<file path="src/rtl/alu_stage_reg.sv">
// EX/MEM pipeline stage register with valid/ready handshake, optional skid entry,
// flush, bubble gating of side-effecting controls, and a saturating stall counter.
module alu_stage_reg #(
  parameter int XLEN  = 32,
  parameter int RD_W  = 5,
  parameter int SKID  = 1,
  parameter int CNT_W = 16
) (
  input  logic             clk,
  input  logic             rst_n,
  input  logic             in_valid,
  output logic             in_ready,
  input  logic             mem_write_en_i,
  input  logic             mem_read_i,
  input  logic             mem_to_reg_i,
  input  logic [RD_W-1:0]  rd_i,
  input  logic [XLEN-1:0]  alu_val_i,
  input  logic [XLEN-1:0]  mem_addr_i,
  input  logic [2:0]       funct3_i,
  input  logic             flush,
  output logic             out_valid,
  input  logic             out_ready,
  output logic             mem_write_en,
  output logic             mem_read,
  output logic             mem_to_reg,
  output logic [RD_W-1:0]  rd,
  output logic [XLEN-1:0]  alu_val,
  output logic [XLEN-1:0]  mem_addr,
  output logic [2:0]       funct3,
  output logic [CNT_W-1:0] stall_cnt
);

  typedef struct packed {
    logic            mem_we;
    logic            mem_rd;
    logic            mem_to_reg;
    logic [RD_W-1:0] rd;
    logic [XLEN-1:0] alu_val;
    logic [XLEN-1:0] mem_addr;
    logic [2:0]      funct3;
  } beat_t;

  beat_t            in_beat, main_q, main_d, skid_q, skid_d;
  logic             valid_q, valid_d, skid_valid_q, skid_valid_d;
  logic [CNT_W-1:0] stall_q, stall_d;
  logic             accept, consume;

  assign in_beat = '{mem_we: mem_write_en_i, mem_rd: mem_read_i, mem_to_reg: mem_to_reg_i,
                     rd: rd_i, alu_val: alu_val_i, mem_addr: mem_addr_i, funct3: funct3_i};

  // With a skid entry, readiness is purely registered state; rst_n only masks it.
  generate
    if (SKID != 0) begin : g_skid
      assign in_ready = rst_n & ~skid_valid_q;
    end else begin : g_noskid
      assign in_ready = rst_n & (out_ready | ~valid_q);
    end
  endgenerate

  assign accept  = in_valid & in_ready & ~flush;
  assign consume = valid_q & out_ready;

  always_comb begin
    main_d       = main_q;
    skid_d       = skid_q;
    valid_d      = valid_q;
    skid_valid_d = skid_valid_q;
    stall_d      = stall_q;
    if (valid_q && !out_ready && !flush && stall_q != '1)
      stall_d = stall_q + CNT_W'(1);
    if (flush) begin
      valid_d      = 1'b0;
      skid_valid_d = 1'b0;
    end else if (consume || !valid_q) begin
      // Main slot frees up: the older skid beat has priority over a new one.
      if (SKID != 0 && skid_valid_q) begin
        main_d       = skid_q;
        valid_d      = 1'b1;
        skid_valid_d = 1'b0;
      end else if (accept) begin
        main_d  = in_beat;
        valid_d = 1'b1;
      end else begin
        valid_d = 1'b0;
      end
    end else if (SKID != 0 && accept) begin
      skid_d       = in_beat;
      skid_valid_d = 1'b1;
    end
  end

  always_ff @(posedge clk) begin
    if (!rst_n) begin
      main_q       <= '0;
      skid_q       <= '0;
      valid_q      <= 1'b0;
      skid_valid_q <= 1'b0;
      stall_q      <= '0;
    end else begin
      main_q       <= main_d;
      skid_q       <= skid_d;
      valid_q      <= valid_d;
      skid_valid_q <= skid_valid_d;
      stall_q      <= stall_d;
    end
  end

  // Bubbles must never write memory or target a register.
  assign out_valid    = valid_q;
  assign mem_write_en = valid_q & main_q.mem_we;
  assign mem_read     = valid_q & main_q.mem_rd;
  assign mem_to_reg   = valid_q & main_q.mem_to_reg;
  assign rd           = valid_q ? main_q.rd : '0;
  assign alu_val      = main_q.alu_val;
  assign mem_addr     = main_q.mem_addr;
  assign funct3       = main_q.funct3;
  assign stall_cnt    = stall_q;

endmodule
</file>
<file path="config.mk">
export PLATFORM = sky130hd
export DESIGN_NAME = alu_stage_reg
export DESIGN_NICKNAME = d
export VERILOG_FILES = /design/src/rtl/alu_stage_reg.sv
export SDC_FILE = /design/constraint.sdc
export NUM_CORES = 1
export LEC_CHECK = 0
export CORE_UTILIZATION = 38
export CTS_BUF_LIST = sky130_fd_sc_hd__clkbuf_16
export DETAILED_ROUTE_END_ITERATION = 10
export PLACE_DENSITY = 0.61
export SLEW_MARGIN = 20
export SYNTH_ARGS = -nofsm -noshare
export SYNTH_HDL_FRONTEND = slang
export SYNTH_SLANG_ARGS = --single-unit
</file>
<file path="constraint.sdc">
create_clock -name clk -period 4.3 [get_ports clk]
set_input_delay 0.645 -clock clk [delete_from_list [all_inputs] [get_ports clk]]
set_output_delay 0.645 -clock clk [all_outputs]
set_load 0.03 [all_outputs]
</file>
# After elaboration in Yosys (flattened, before gate mapping)
# Cells that the tools add are included.
# totals
register_bits,168
inputBits,80
out_inout_bits,93
elab_cells,47
# classes
add_sub_neg,1
eq_ne,1
muxes,5
bitwise_logic,11
n_reduce_logical,12
# op_table
op,n
2-to-1 mux 75 bit,2
"adder 16 x 1 -> 16 bit, second input constant",1
"inequality test 16 bit, second input constant",1
bitwise AND 1 bit,7
AND reduction 3 bit,2
2-to-1 mux 5 bit,1
inverter 1 bit,4
logical AND 1 bit,3
zero test 1 bit,3
OR reduction 3 bit,1
2-to-1 mux 1 bit,2
nonzero test 2 bit,1
OR reduction 2 bit,1
logical OR 1 bit,1

# Longest topological paths before layout
# depth
ltp_word,6
ltp_mapped,8
ltp_nobuf,5

# Least setup slack after synthesis
# Ideal clock, no wire load.
# synth_path
kind,input-to-reg
from,input port rst_n
to,register skid_q[45] (netlist bit)
setup_ns,0.128
arrival_ns,2.257
t_required_ns,4.172
slack_ns,1.914
path_stages,7
n_path_buf,4
path_cell_list,buf_2 -> nor2b_1 -> and3_1 -> clkbuf_1 -> clkbuf_1 -> clkbuf_1 -> o21ai_0
# synth_via
elab_chain_cells,4
# synth_rtl
item,line,text
"start, declared",10,"input logic rst_n,"
bitwise AND 1 bit,54,assign in_ready = rst_n & ~skid_valid_q;
named net in_ready,12,"output logic in_ready,"
bitwise AND 1 bit (2 in a row),60,assign accept = in_valid & in_ready & ~flush;
AND reduction 3 bit (no source line),--,
"end signal, assigned",101,skid_q <= skid_d;
"end, declared",43,"beat_t in_beat, main_q, main_d, skid_q, skid_d;"
# The timed path passes the listed nets, and every way through them passes these cells.
# A chain may end at the register's enable or synchronous reset.

# Final worst setup path
# layout_path
from,register skid_valid_q
to,output port in_ready
# layout_via
elab_chain_cells,2
# layout_rtl
item,line,text
"start, declared",44,"logic valid_q, valid_d, skid_valid_q, skid_valid_d;"
"start signal, assigned",103,skid_valid_q <= skid_valid_d;
inverter 1 bit,54,
bitwise AND 1 bit,54,
"end, declared",12,
# Every way passes these cells.

==> metrics.txt <==
share of post-route cells with drive strength above 1=0.0540; num rows=50; static power due to leakage=2.95 nW; mean number of vias per cell=4.93; part of the total power dissipated in the clock network=0.437; CTS H-tree lvls=4; # clock sinks=168; layout-stage area growth over the synthesis result=27.5%; summed negative setup slack over all endpoints=0 ns; power share of the sequential group=0.460; maximum number of pins on one net before global-route repair=81; Top FF cell, synth=sky130_fd_sc_hd__dfxtp_1; 1st-pass router iterations=6; insertion delay to the later sink of the worst-skew pair=around 0.43 ns; net switching power figure=just under 0.9 mW; die outline height=140 um; DRT antenna net count=0; power per standard cell area=about 380 nW/um2; gr usage total=0.173; DRC violations left=0; maximum root-to-sink buffer count=2; half-perimeter wire length after placement=10700 um; data required time of the critical path=3.65 ns; Antenna Diode Count=0; setup repair bufs after CTS=0; via count of the first global-routing pass=between 5000 and 6000; setup repair after global routing missed its margin=false; type of element launching the critical path=flop; Mean Syn Cell Area=8.60 um2; part of the Yosys area used for sequential elements=0.464; clock skew after layout=0.00818 ns; # setup viols final=0; Final min period=2.69 ns; number of synthesized register bits=168; worst rel slew slack=0.329; ratio of final minimum period to clock period=0.625; path type of the worst min-delay path=reg -> reg; num ports=between 150 and 200; net switching share of the total power=0.252; async set-reset flop share out of synthesis=0; transition time at the pin with the least slew margin=1.00 ns; crit-path max FO=44; die footprint=19600 um2; Hold WS=0.449 ns; count of max-cap constraint violations=0; Max VDD drop=0.000269 V; Port Buffer Count=172; Post-CTS Hold Fix Bufs=0; total congestion overflow=0; Yosys top cell area share=0.464; Core Area=18700 um2; cell area after technology mapping=7250 um2; starting density of the core=0.388; TritonCTS clock tree=done; clock-pin slew on the worst setup and hold paths=~0.070 ns; cts bufs inserted=17; Logic pwr share=0.103; total number of vias=5716; total of fill cells in the finished design=around 1800; number of standard cells after synthesis=843; leading post-synthesis cells by cell area=sky130_fd_sc_hd__dfxtp_1 (46%), sky130_fd_sc_hd__mux2i_1 (11%), sky130_fd_sc_hd__nand2_1 (8.1%), sky130_fd_sc_hd__a211oi_1 (7.9%), sky130_fd_sc_hd__buf_4 (7.1%); post-synth cell types=40; most instantiated library cell after synthesis=sky130_fd_sc_hd__dfxtp_1; number of hold violations in the final report=0; post-detailed-routing wire length=16600 um; Crit Path Class=reg -> out; first-pass GRT wire length=26800 um; number of antenna violations at the first check in global routing=0; post-synth top area cell=sky130_fd_sc_hd__dfxtp_1; syn_nets=924; final weighted congestion in routability-driven placement=0.752; clock tree root buffer cell=sky130_fd_sc_hd__clkbuf_16; post_cts resized=0; cell internal pwr=2.64 mW; Achievable Freq=0.372 GHz; Net count, final=994; arrival time worst endpoint=slightly above 2 ns; most numerous cell types in the synthesized netlist=sky130_fd_sc_hd__dfxtp_1 (168), sky130_fd_sc_hd__nand2_1 (157), sky130_fd_sc_hd__nor2_1 (79); number of synthesized flops with an enable pin=0; Yosys warning total=0; nature of the critical path endpoint=output pin; outcome=finished clean; chip width=140 um; DR iter-0 viols=281; Routed WL per cell=~14 um; final number of max-transition violations=0
cell type report:
type                            instances  area (um2)  area share
Sequential cell                       168        3370       0.364
Multi-Input combinational cell        540        3110       0.337
Timing Repair Buffer                  182        1860       0.201
Clock buffer                           17         425      0.0460
Tap cell                              234         293      0.0317
Clock inverter                         15         173      0.0187
Inverter                                4        16.3     0.00176
state kept, by name (all words and copies together) (netlist names):
name          count
funct3            3
out_valid         1
skid_q           75
alu_val          32
mem_addr         32
skid_valid_q      1
main_q            8
stall_cnt        16
cell families (layout without fill, tap and decap cells):
family | Yosys count | in the layout | synth area share
adders and majority gates | 1 | 1 | 0.00173
buffers and inverters | 135 | 218 | 0.108
and+or+nand+nor | 284 | 284 | 0.166
AOI/OAI and AO/OA | 178 | 178 | 0.154
muxes | 77 | 77 | 0.106
DFF | 168 | 168 | 0.464
power by group through the flow:
stage          clock, mW  sequential [mW]  combinational (mW)
6_report            1.54             1.62               0.362
3_5_place_dp           0             1.66               0.364
4_1_cts             1.59             1.62               0.366
3_3_place_gp           0             1.66               0.364
5_1_grt             1.64             1.63               0.390
2_1_floorplan          0             1.65               0.229
final timing paths:
path / from / endpoint / slack [ns] / depth (start not counted)
worst max-delay path: skid_valid_q / in_ready / 1.61 / 2
worst min-delay path: skid_q[67] / skid_q[67] / 0.45 / 2
worst max register to register: skid_valid_q / mem_addr[21] / 1.80 / 5
worst min register to register: skid_q[67] / skid_q[67] / 0.45 / 2
metal layers:
metal,part of all wire,global-route usage,routed length (um)
met5,0,0,0
met4,0.016,0.0607,258
met3,0.043,0.0472,716
met2,0.47,0.283,7790
met1,0.47,0.217,7800
through the flow:
step	instance area [um2]	power (mW)	utilization	setup slack, ns	std cells
after global routing	9240	3.66	0.494	1.51	1160
after detailed placement	8640	2.02	0.462	1.38	1128
after global placement	8640	2.02	0.462	1.44	1128
after floorplan	7250	1.88	-	1.91	843
after CTS	9240	3.58	0.494	1.55	1160
final	9240	3.53	0.494	1.61	1160
worst max-delay path, stage by stage, from the launching register on:
cell	delay (ns)
sky130_fd_sc_hd__dfxtp_4	0.84
sky130_fd_sc_hd__nor2b_1	0.14
sky130_fd_sc_hd__clkdlybuf4s50_1	0.63
layout by cell type, fill, tap and decap left out, types with 5 or more instances in the layout:
cell type	n
sky130_fd_sc_hd__nor3_1	6
sky130_fd_sc_hd__mux2i_1	77
sky130_fd_sc_hd__buf_4	6
sky130_fd_sc_hd__or3_1	5
sky130_fd_sc_hd__o21ai_1	5
sky130_fd_sc_hd__dfxtp_1	167
sky130_fd_sc_hd__buf_12	5
sky130_fd_sc_hd__clkdlybuf4s50_1	171
sky130_fd_sc_hd__a21oi_1	9
sky130_fd_sc_hd__a211oi_1	76
sky130_fd_sc_hd__clkbuf_16	17
sky130_fd_sc_hd__nand3_1	5
sky130_fd_sc_hd__nand4_1	5
sky130_fd_sc_hd__and2_1	8
sky130_fd_sc_hd__nor2_1	79
sky130_fd_sc_hd__o21ai_0	75
sky130_fd_sc_hd__nand2_1	157
sky130_fd_sc_hd__clkinv_4	5
(Power assumes the default switching activity.)
